[src/rtl/mfp_timer_pkg.sv]
// Shared encodings for the MFP-style timer bank: mode values, ctrl bit positions,
// prescaler divisor table and the stored per-channel control layout.
package mfp_timer_pkg;

    localparam logic [3:0] MODE_STOP  = 4'd0;
    localparam logic [3:0] MODE_EVENT = 4'd8;

    localparam int unsigned CTRL_FORCE_BIT = 4;
    localparam int unsigned CTRL_CASC_BIT  = 5;
    localparam int unsigned CTRL_EDGE_BIT  = 6;

    localparam int unsigned PSC_W = 8;

    // Count source implied by a mode value
    typedef enum logic [1:0] {
        SrcStop,
        SrcDelay,
        SrcEvent,
        SrcPulse
    } src_e;

    // Stored control, laid out exactly as CTRL_O: {edge, cascade, mode}
    typedef struct packed {
        logic       edge_rise;
        logic       cascade;
        logic [3:0] mode;
    } ctrl_t;

    function automatic logic [PSC_W-1:0] psc_div(input logic [2:0] sel);
        logic [PSC_W-1:0] div;
        case (sel)
            3'd1:    div = 8'd4;
            3'd2:    div = 8'd10;
            3'd3:    div = 8'd16;
            3'd4:    div = 8'd50;
            3'd5:    div = 8'd64;
            3'd6:    div = 8'd100;
            3'd7:    div = 8'd200;
            default: div = 8'd1;
        endcase
        return div;
    endfunction

    function automatic src_e mode_src(input logic [3:0] mode);
        src_e src;
        if (mode == MODE_STOP) begin
            src = SrcStop;
        end else if (mode == MODE_EVENT) begin
            src = SrcEvent;
        end else if (mode[3]) begin
            src = SrcPulse;
        end else begin
            src = SrcDelay;
        end
        return src;
    endfunction

endpackage

[src/rtl/mfp_timer_chan.sv]
// One timer channel: input synchronisers, prescaler, down-counter with reload,
// toggle output, timeout pulse and bus read snapshot.
module mfp_timer_chan
    import mfp_timer_pkg::*;
#(
    parameter int unsigned CNT_W   = 8,
    parameter bit          CASC_EN = 1'b0
) (
    input  logic             clk_i,
    input  logic             rst_ni,
    input  logic             ds_i,
    input  logic             dat_we_i,
    input  logic [CNT_W-1:0] dat_i,
    input  logic             ctrl_we_i,
    input  logic [6:0]       ctrl_i,
    input  logic             xclk_i,
    input  logic             t_i,
    input  logic             casc_i,
    output logic [CNT_W-1:0] snap_o,
    output logic [5:0]       ctrl_o,
    output logic             t_o,
    output logic             timeout_o,
    output logic             delay_mode_o
);

    // [0],[1] form the synchroniser, [2] holds the previous synchronised level
    logic [2:0]       xclk_sync_q, xclk_sync_d;
    logic [2:0]       trig_sync_q, trig_sync_d;
    ctrl_t            ctrl_q, ctrl_d;
    logic [CNT_W-1:0] data_q, data_d;
    logic [CNT_W-1:0] cnt_q, cnt_d;
    logic [CNT_W-1:0] snap_q, snap_d;
    logic [PSC_W-1:0] psc_q, psc_d;
    logic             t_q, t_d;
    logic             timeout_q, timeout_d;

    src_e             src;
    logic             xclk_rise;
    logic             trig_lvl;
    logic             trig_prev;
    logic             trig_active;
    logic             trig_edge;
    logic             casc_on;
    logic             psc_run;
    logic             psc_wrap;
    logic [PSC_W-1:0] psc_lim;
    logic             count_en;
    logic             terminal;
    logic [CNT_W-1:0] reload;

    always_comb begin
        src         = mode_src(ctrl_q.mode);
        xclk_rise   = xclk_sync_q[1] & ~xclk_sync_q[2];
        trig_lvl    = trig_sync_q[1];
        trig_prev   = trig_sync_q[2];
        trig_active = ctrl_q.edge_rise ? trig_lvl : ~trig_lvl;
        trig_edge   = ctrl_q.edge_rise ? (trig_lvl & ~trig_prev) : (~trig_lvl & trig_prev);
        casc_on     = CASC_EN && ctrl_q.cascade && (src != SrcStop);
        psc_lim     = psc_div(ctrl_q.mode[2:0]) - 8'd1;
        psc_run     = !casc_on && xclk_rise &&
                      ((src == SrcDelay) || ((src == SrcPulse) && trig_active));
        psc_wrap    = psc_run && (psc_q == psc_lim);

        case (src)
            SrcStop:  count_en = 1'b0;
            SrcEvent: count_en = trig_edge;
            default:  count_en = psc_wrap;
        endcase
        if (casc_on) begin
            count_en = casc_i;
        end

        terminal = count_en && (cnt_q == CNT_W'(1));
        // A reload coinciding with a data write must pick up the new value
        reload   = dat_we_i ? dat_i : data_q;
    end

    always_comb begin
        xclk_sync_d = {xclk_sync_q[1:0], xclk_i};
        trig_sync_d = {trig_sync_q[1:0], t_i};
        data_d      = dat_we_i ? dat_i : data_q;
        snap_d      = ds_i ? cnt_q : snap_q;
        timeout_d   = terminal;

        ctrl_d = ctrl_q;
        if (ctrl_we_i) begin
            ctrl_d.edge_rise = ctrl_i[CTRL_EDGE_BIT];
            ctrl_d.cascade   = ctrl_i[CTRL_CASC_BIT];
            ctrl_d.mode      = ctrl_i[3:0];
        end

        cnt_d = cnt_q;
        if (count_en) begin
            cnt_d = terminal ? reload : cnt_q - CNT_W'(1);
        end else if (dat_we_i && (src == SrcStop)) begin
            cnt_d = dat_i;
        end

        if ((src == SrcStop) || casc_on) begin
            psc_d = '0;
        end else if (psc_run) begin
            psc_d = psc_wrap ? '0 : psc_q + 8'd1;
        end else begin
            psc_d = psc_q;
        end
        if (ctrl_we_i && (ctrl_i[3:0] != ctrl_q.mode)) begin
            psc_d = '0;
        end

        t_d = t_q ^ terminal;
        if (ctrl_we_i && ctrl_i[CTRL_FORCE_BIT]) begin
            t_d = 1'b0;
        end
    end

    always_ff @(posedge clk_i) begin
        if (!rst_ni) begin
            xclk_sync_q <= '0;
            trig_sync_q <= '0;
            ctrl_q      <= '0;
            data_q      <= '0;
            cnt_q       <= '0;
            snap_q      <= '0;
            psc_q       <= '0;
            t_q         <= 1'b0;
            timeout_q   <= 1'b0;
        end else begin
            xclk_sync_q <= xclk_sync_d;
            trig_sync_q <= trig_sync_d;
            ctrl_q      <= ctrl_d;
            data_q      <= data_d;
            cnt_q       <= cnt_d;
            snap_q      <= snap_d;
            psc_q       <= psc_d;
            t_q         <= t_d;
            timeout_q   <= timeout_d;
        end
    end

    assign snap_o       = snap_q;
    assign ctrl_o       = ctrl_q;
    assign t_o          = t_q;
    assign timeout_o    = timeout_q;
    assign delay_mode_o = (src == SrcDelay);

endmodule

[src/rtl/mfp_timer_bank.sv]
// Bank of MFP68901-style timers: address decode for writes and combinational
// read muxes around CHANNELS timer channels, each cascadable from its lower neighbour.
module mfp_timer_bank
    import mfp_timer_pkg::*;
#(
    parameter int unsigned CHANNELS = 4,
    parameter int unsigned CNT_W    = 8,
    parameter int unsigned CH_W     = 2
) (
    input  logic                CLK,
    input  logic                RST_N,
    input  logic                DS,
    input  logic [CH_W-1:0]     ADDR,
    input  logic                DAT_WE,
    input  logic [CNT_W-1:0]    DAT_I,
    output logic [CNT_W-1:0]    DAT_O,
    input  logic                CTRL_WE,
    input  logic [6:0]          CTRL_I,
    output logic [5:0]          CTRL_O,
    input  logic                XCLK_I,
    input  logic [CHANNELS-1:0] T_I,
    output logic [CHANNELS-1:0] T_O,
    output logic [CHANNELS-1:0] TIMEOUT,
    output logic [CHANNELS-1:0] DELAY_MODE
);

    logic [CHANNELS-1:0] sel;
    logic [CHANNELS-1:0] casc_in;
    logic [CNT_W-1:0]    snap    [CHANNELS];
    logic [5:0]          ctrl_rd [CHANNELS];

    // Out-of-range addresses match no channel, so writes drop and reads give 0
    always_comb begin
        sel = '0;
        for (int unsigned i = 0; i < CHANNELS; i++) begin
            sel[i] = (ADDR == CH_W'(i));
        end
    end

    // Channel 0 has no upstream neighbour
    assign casc_in = TIMEOUT << 1;

    for (genvar g = 0; g < CHANNELS; g++) begin : g_chan
        mfp_timer_chan #(
            .CNT_W  (CNT_W),
            .CASC_EN(g > 0)
        ) u_chan (
            .clk_i       (CLK),
            .rst_ni      (RST_N),
            .ds_i        (DS),
            .dat_we_i    (DAT_WE & sel[g]),
            .dat_i       (DAT_I),
            .ctrl_we_i   (CTRL_WE & sel[g]),
            .ctrl_i      (CTRL_I),
            .xclk_i      (XCLK_I),
            .t_i         (T_I[g]),
            .casc_i      (casc_in[g]),
            .snap_o      (snap[g]),
            .ctrl_o      (ctrl_rd[g]),
            .t_o         (T_O[g]),
            .timeout_o   (TIMEOUT[g]),
            .delay_mode_o(DELAY_MODE[g])
        );
    end

    always_comb begin
        DAT_O  = '0;
        CTRL_O = '0;
        for (int unsigned i = 0; i < CHANNELS; i++) begin
            if (sel[i]) begin
                DAT_O  = snap[i];
                CTRL_O = ctrl_rd[i];
            end
        end
    end

endmodule
[config.mk]
export PLATFORM = sky130hd
export DESIGN_NAME = mfp_timer_bank
export DESIGN_NICKNAME = d
export VERILOG_FILES = /design/src/rtl/mfp_timer_pkg.sv /design/src/rtl/mfp_timer_chan.sv /design/src/rtl/mfp_timer_bank.sv
export SDC_FILE = /design/constraint.sdc
export NUM_CORES = 1
export LEC_CHECK = 0
export ABC_AREA = 1
export CORE_MARGIN = 2
export CORE_UTILIZATION = 60
export CTS_CLUSTER_DIAMETER = 100
export DETAILED_ROUTE_END_ITERATION = 16
export HOLD_SLACK_MARGIN = 0.12
export PLACE_DENSITY_LB_ADDON = 0.3
export SYNTH_ARGS = -nofsm -noshare
export SYNTH_HDL_FRONTEND = slang
export SYNTH_SLANG_ARGS = --single-unit
[constraint.sdc]
create_clock -name CLK -period 1.8 [get_ports CLK]
set_input_delay 0.18 -clock CLK [delete_from_list [all_inputs] [get_ports CLK]]
set_output_delay 0.18 -clock CLK [all_outputs]
set_load 0.05 [all_outputs]
==> summary.md <==
| Metric | Value |
|---|---|
| Synth Area in Compound Gates | 14.5% |
| Register bit total from synthesis | 175 |
| Final hold vios | 0 |
| Vias in the first global route | 9211 |
| Synth area leader | dfxtp_1 |
| Die area | 17100 um2 |
| Clock Power Share | 35.8% |
| Commonest cells in the netlist | nand2_1 (305), dfxtp_1 (175), nor2_1 (170) |
| Root buffer cell | clkbuf_16 |
| Setup crit end kind | flop |
| Layout cells sized above 1 | 20.8% |
| Synth area leaders | dfxtp_1 (36%), nand2_1 (12%), o21ai_0 (6.7%), nor2_1 (6.6%), inv_1 (6.5%) |
| Initial core utilization | 61.1% |
| Startpoint Class | flop |
| Layout Nets | 1622 |
| VDD IR max | 0.745 mV |
| Clock Sinks | 175 |
| Leakage | 5.51 nW |
| DR iter-0 viols | 1182 |
| Total of max-cap violations | 0 |
| Relative slew slack | 64.3% |
| EDFF count, synth | 0 |
| Worst-Margin Slew | 0.535 ns |
| Largest family of logic cells by synthesized area | simple AND/OR/NAND/NOR gates |
| Largest net degree at the start of global routing | 65 |
| Internal power | 6.88 mW |
| Syn_nets | 1482 |
| Pre-Repair DR Iteration Count | 8 |
| Status | complete, but fails checks |
| Top cell type's share of synthesized area | 36.4% |
| Placed inst area | 11200 um2 |
| Part of the power in registers | 42.0% |
| Worst Skew | 0.0115 ns |
| Total CTS buffers | 17 |
| Synth Area in Adders | 1.56% |
| # rows | 46 |
| Area Overhead vs Synth | 27.1% |
| Failing checks | setup timing |
| CP Max Fanout | 6 |
| Die width | 131 um |
| Final HPWL from detailed placement | 20200 um |
| Post-synthesis sequential area ratio | 36.4% |
| Gpl congestion | 0.962 |
| Post-synth cell types | 52 |
| Die H | 131 um |
| Max Clock Freq | 0.555 GHz |
| Part of the power in combinational logic | 22.1% |
| CTS tree | done |
| Critical Path AT | 2.14 ns |
| GRT Residual Overflow | 0 |
| Vias | 10.2k |
| Non-Filler Instances | 1813 |
| Wire per inst | 16.0 um |
| PwrDens | 817 nW/um2 |
| Crit Path Class | reg2reg |
| Yosys warnings | 0 |
| Top FF cell, synth | dfxtp_1 |
| Clk_lat worst skew | 0.44 ns |
| Count leader, synth | nand2_1 |
| Final Max Slew Viols | 0 |
| Worst min path class | in2reg |
| IO Port Bufs | 52 |
| Initial antenna violation count | 1 |
| Switching Share | 31.3% |
| Max clock buf depth | 2 |
| Unrepaired setup endpoints after global routing | true |
| Worst setup margin | -0.00109 ns |
| Mux contribution to synthesized area | 0.325% |
| Clock-pin slew on the worst setup and hold paths | 0.07 ns |
| Part of the cycle the worst path needs | 100% |
| DR vias/cell | 5.61 |
| CTS Hold Bufs | 0 |
| First-pass GRT wire length | 44300 um |
| DRT antenna net count | 0 |
| Psw | 3.13 mW |
| Final wirelength | 29000 um |
| Mean area per synthesized cell | 6.68 um2 |
| Post-Synthesis Cells | 1443 |
| H-tree depth | 4 |
| Simple-Gate Fraction of Synth Area | 32.4% |
| IO Pins | 53 |
| # DRC | 0 |
| Final setup viols | 1 |
| Pre-CTS setup slack | -0.427 ns |
| Crit path time final | 1.80 ns |
| Final instance area | 12200 um2 |
| Power consumption | 10.0 mW |
| Placed Cells | 1771 |
| Tot GR Track Use | 33.0% |
| Post-Syn Area | 9640 um2 |
| Ys async rst share | 0% |
| Core Area | 15800 um2 |
| Synth Area in XOR/XNOR | 3.36% |
| Required @ worst endpoint | 2.14 ns |
==> flip-flops by register name, indices dropped and copies added, names as in the netlist <==
name and count:
g_chan.u_chan.psc_q 32, g_chan.u_chan.trig_sync_q 12, g_chan.u_chan.xclk_sync_q 3, g_chan.u_chan.t_o 4
g_chan.u_chan.timeout_o 4, g_chan.u_chan.ctrl_o 24, g_chan.u_chan.snap_o 32, g_chan.u_chan.data_q 32
g_chan.u_chan.cnt_q 32
==> power by group through the flow <==
stage / Combinational (mW) / Sequential (mW) / Clock, mW
2_1_floorplan: 1.34 / 4.23 / 0
3_3_place_gp: 2.01 / 4.27 / 0
3_5_place_dp: 2.05 / 4.28 / 0
4_1_cts: 2.09 / 4.19 / 3.59
5_1_grt: 2.40 / 4.22 / 3.76
6_report: 2.22 / 4.20 / 3.59
==> stage by stage <==
stage | hold WS (ns) | TNS [ns] | util (%)
2_1_floorplan | 0.278 | 0 | -
3_3_place_gp | 0.402 | -10.80 | 71.1
3_5_place_dp | 0.414 | -16.14 | 71.1
4_1_cts | 0.182 | 0 | 74.9
5_1_grt | 0.197 | -1.02 | 77.7
6_report | 0.196 | -0.00109 | 77.7
==> worst paths after layout <==
| kind | from | end | slack [ns] | depth (start not counted) |
|---|---|---|---|---|
| max | g_chan[2].u_chan.ctrl_o[2]$_SDFFE_PN0P_ | g_chan[2].u_chan.cnt_q[5]$_SDFFE_PN0P_ | -0.001 | 13 |
| min | RST_N | g_chan[1].u_chan.trig_sync_q[2]$_SDFF_PN0_ | 0.20 | 3 |
| max reg2reg | g_chan[2].u_chan.ctrl_o[2]$_SDFFE_PN0P_ | g_chan[2].u_chan.cnt_q[5]$_SDFFE_PN0P_ | -0.001 | 13 |
| min reg2reg | g_chan[0].u_chan.xclk_sync_q[0]$_SDFF_PN0_ | g_chan[0].u_chan.xclk_sync_q[1]$_SDFF_PN0_ | 0.43 | 2 |
==> timing repair <==
action,CTS,global route
buffers inserted,0,7
setup endpoints to repair,43,77
gates resized for setup,29,105
cloned,0,2
pin swaps,2,31
==> critical path: stages, from the launching register on <==
cell	delay (ns)
dfxtp_4	0.42
nand2_4	0.09
xor2_2	0.16
nor2_2	0.15
nand2_1	0.07
nor2_1	0.13
nand3_2	0.12
nand2_4	0.13
nand2_8	0.08
buf_12	0.15
nand2_2	0.04
nand2_1	0.06
inv_1	0.06
nor2_1	0.04
==> cells in the final DEF (no fill, tap or decap), types with 6 or more instances in the layout <==
cell type,netlist,layout
nand3_2,7,11
nor3b_1,7,6
inv_1,166,159
dfxtp_4,0,10
inv_6,0,8
clkbuf_16,0,18
or2_2,9,9
o21a_1,7,7
nand2_4,3,12
buf_4,18,126
nand4_1,34,34
nand2_1,305,292
o21ai_0,129,120
nor2_2,8,18
buf_6,5,7
nor2_1,170,156
xnor2_1,16,16
ha_1,12,12
a21oi_1,96,96
nor2_4,4,8
xor2_1,21,19
buf_12,0,21
dfxtp_1,175,160
o21ai_1,5,9
nand3_1,97,90
inv_2,20,21
nand2_2,12,15
clkdlybuf4s50_1,0,26
nor3_1,24,23
==> cell type report <==
type | count | area (um2)
inverters | 190 | 734
well taps | 216 | 270
clock buffers | 18 | 429
fillers | 1138 | 3520
diodes | 1 | 2.50
flip-flops and latches | 175 | 3550
repair buffers | 189 | 1800
clock inverters | 14 | 130
multi-input cells | 1010 | 5340
==> routing by layer <==
layer  vias to the layer above  track usage (%)  wire (um)
met3                       100             5.70       2110
met1                      4661             41.4      11800
met4                         0             13.5       1150
met5                         -                0          0
li1                       4935                -          -
met2                       470             56.4      13900
==> cell families (layout without fill, tap and decap cells) <==
logic type,Yosys count,count (layout)
xor+xnor,37,37
other cells,0,1
simple gates,695,696
fa+ha+maj,12,12
buf+inv,259,411
mux,3,3
flops,175,175
compound gates,262,262
Note: power is estimated with default switching activity, not from simulation.
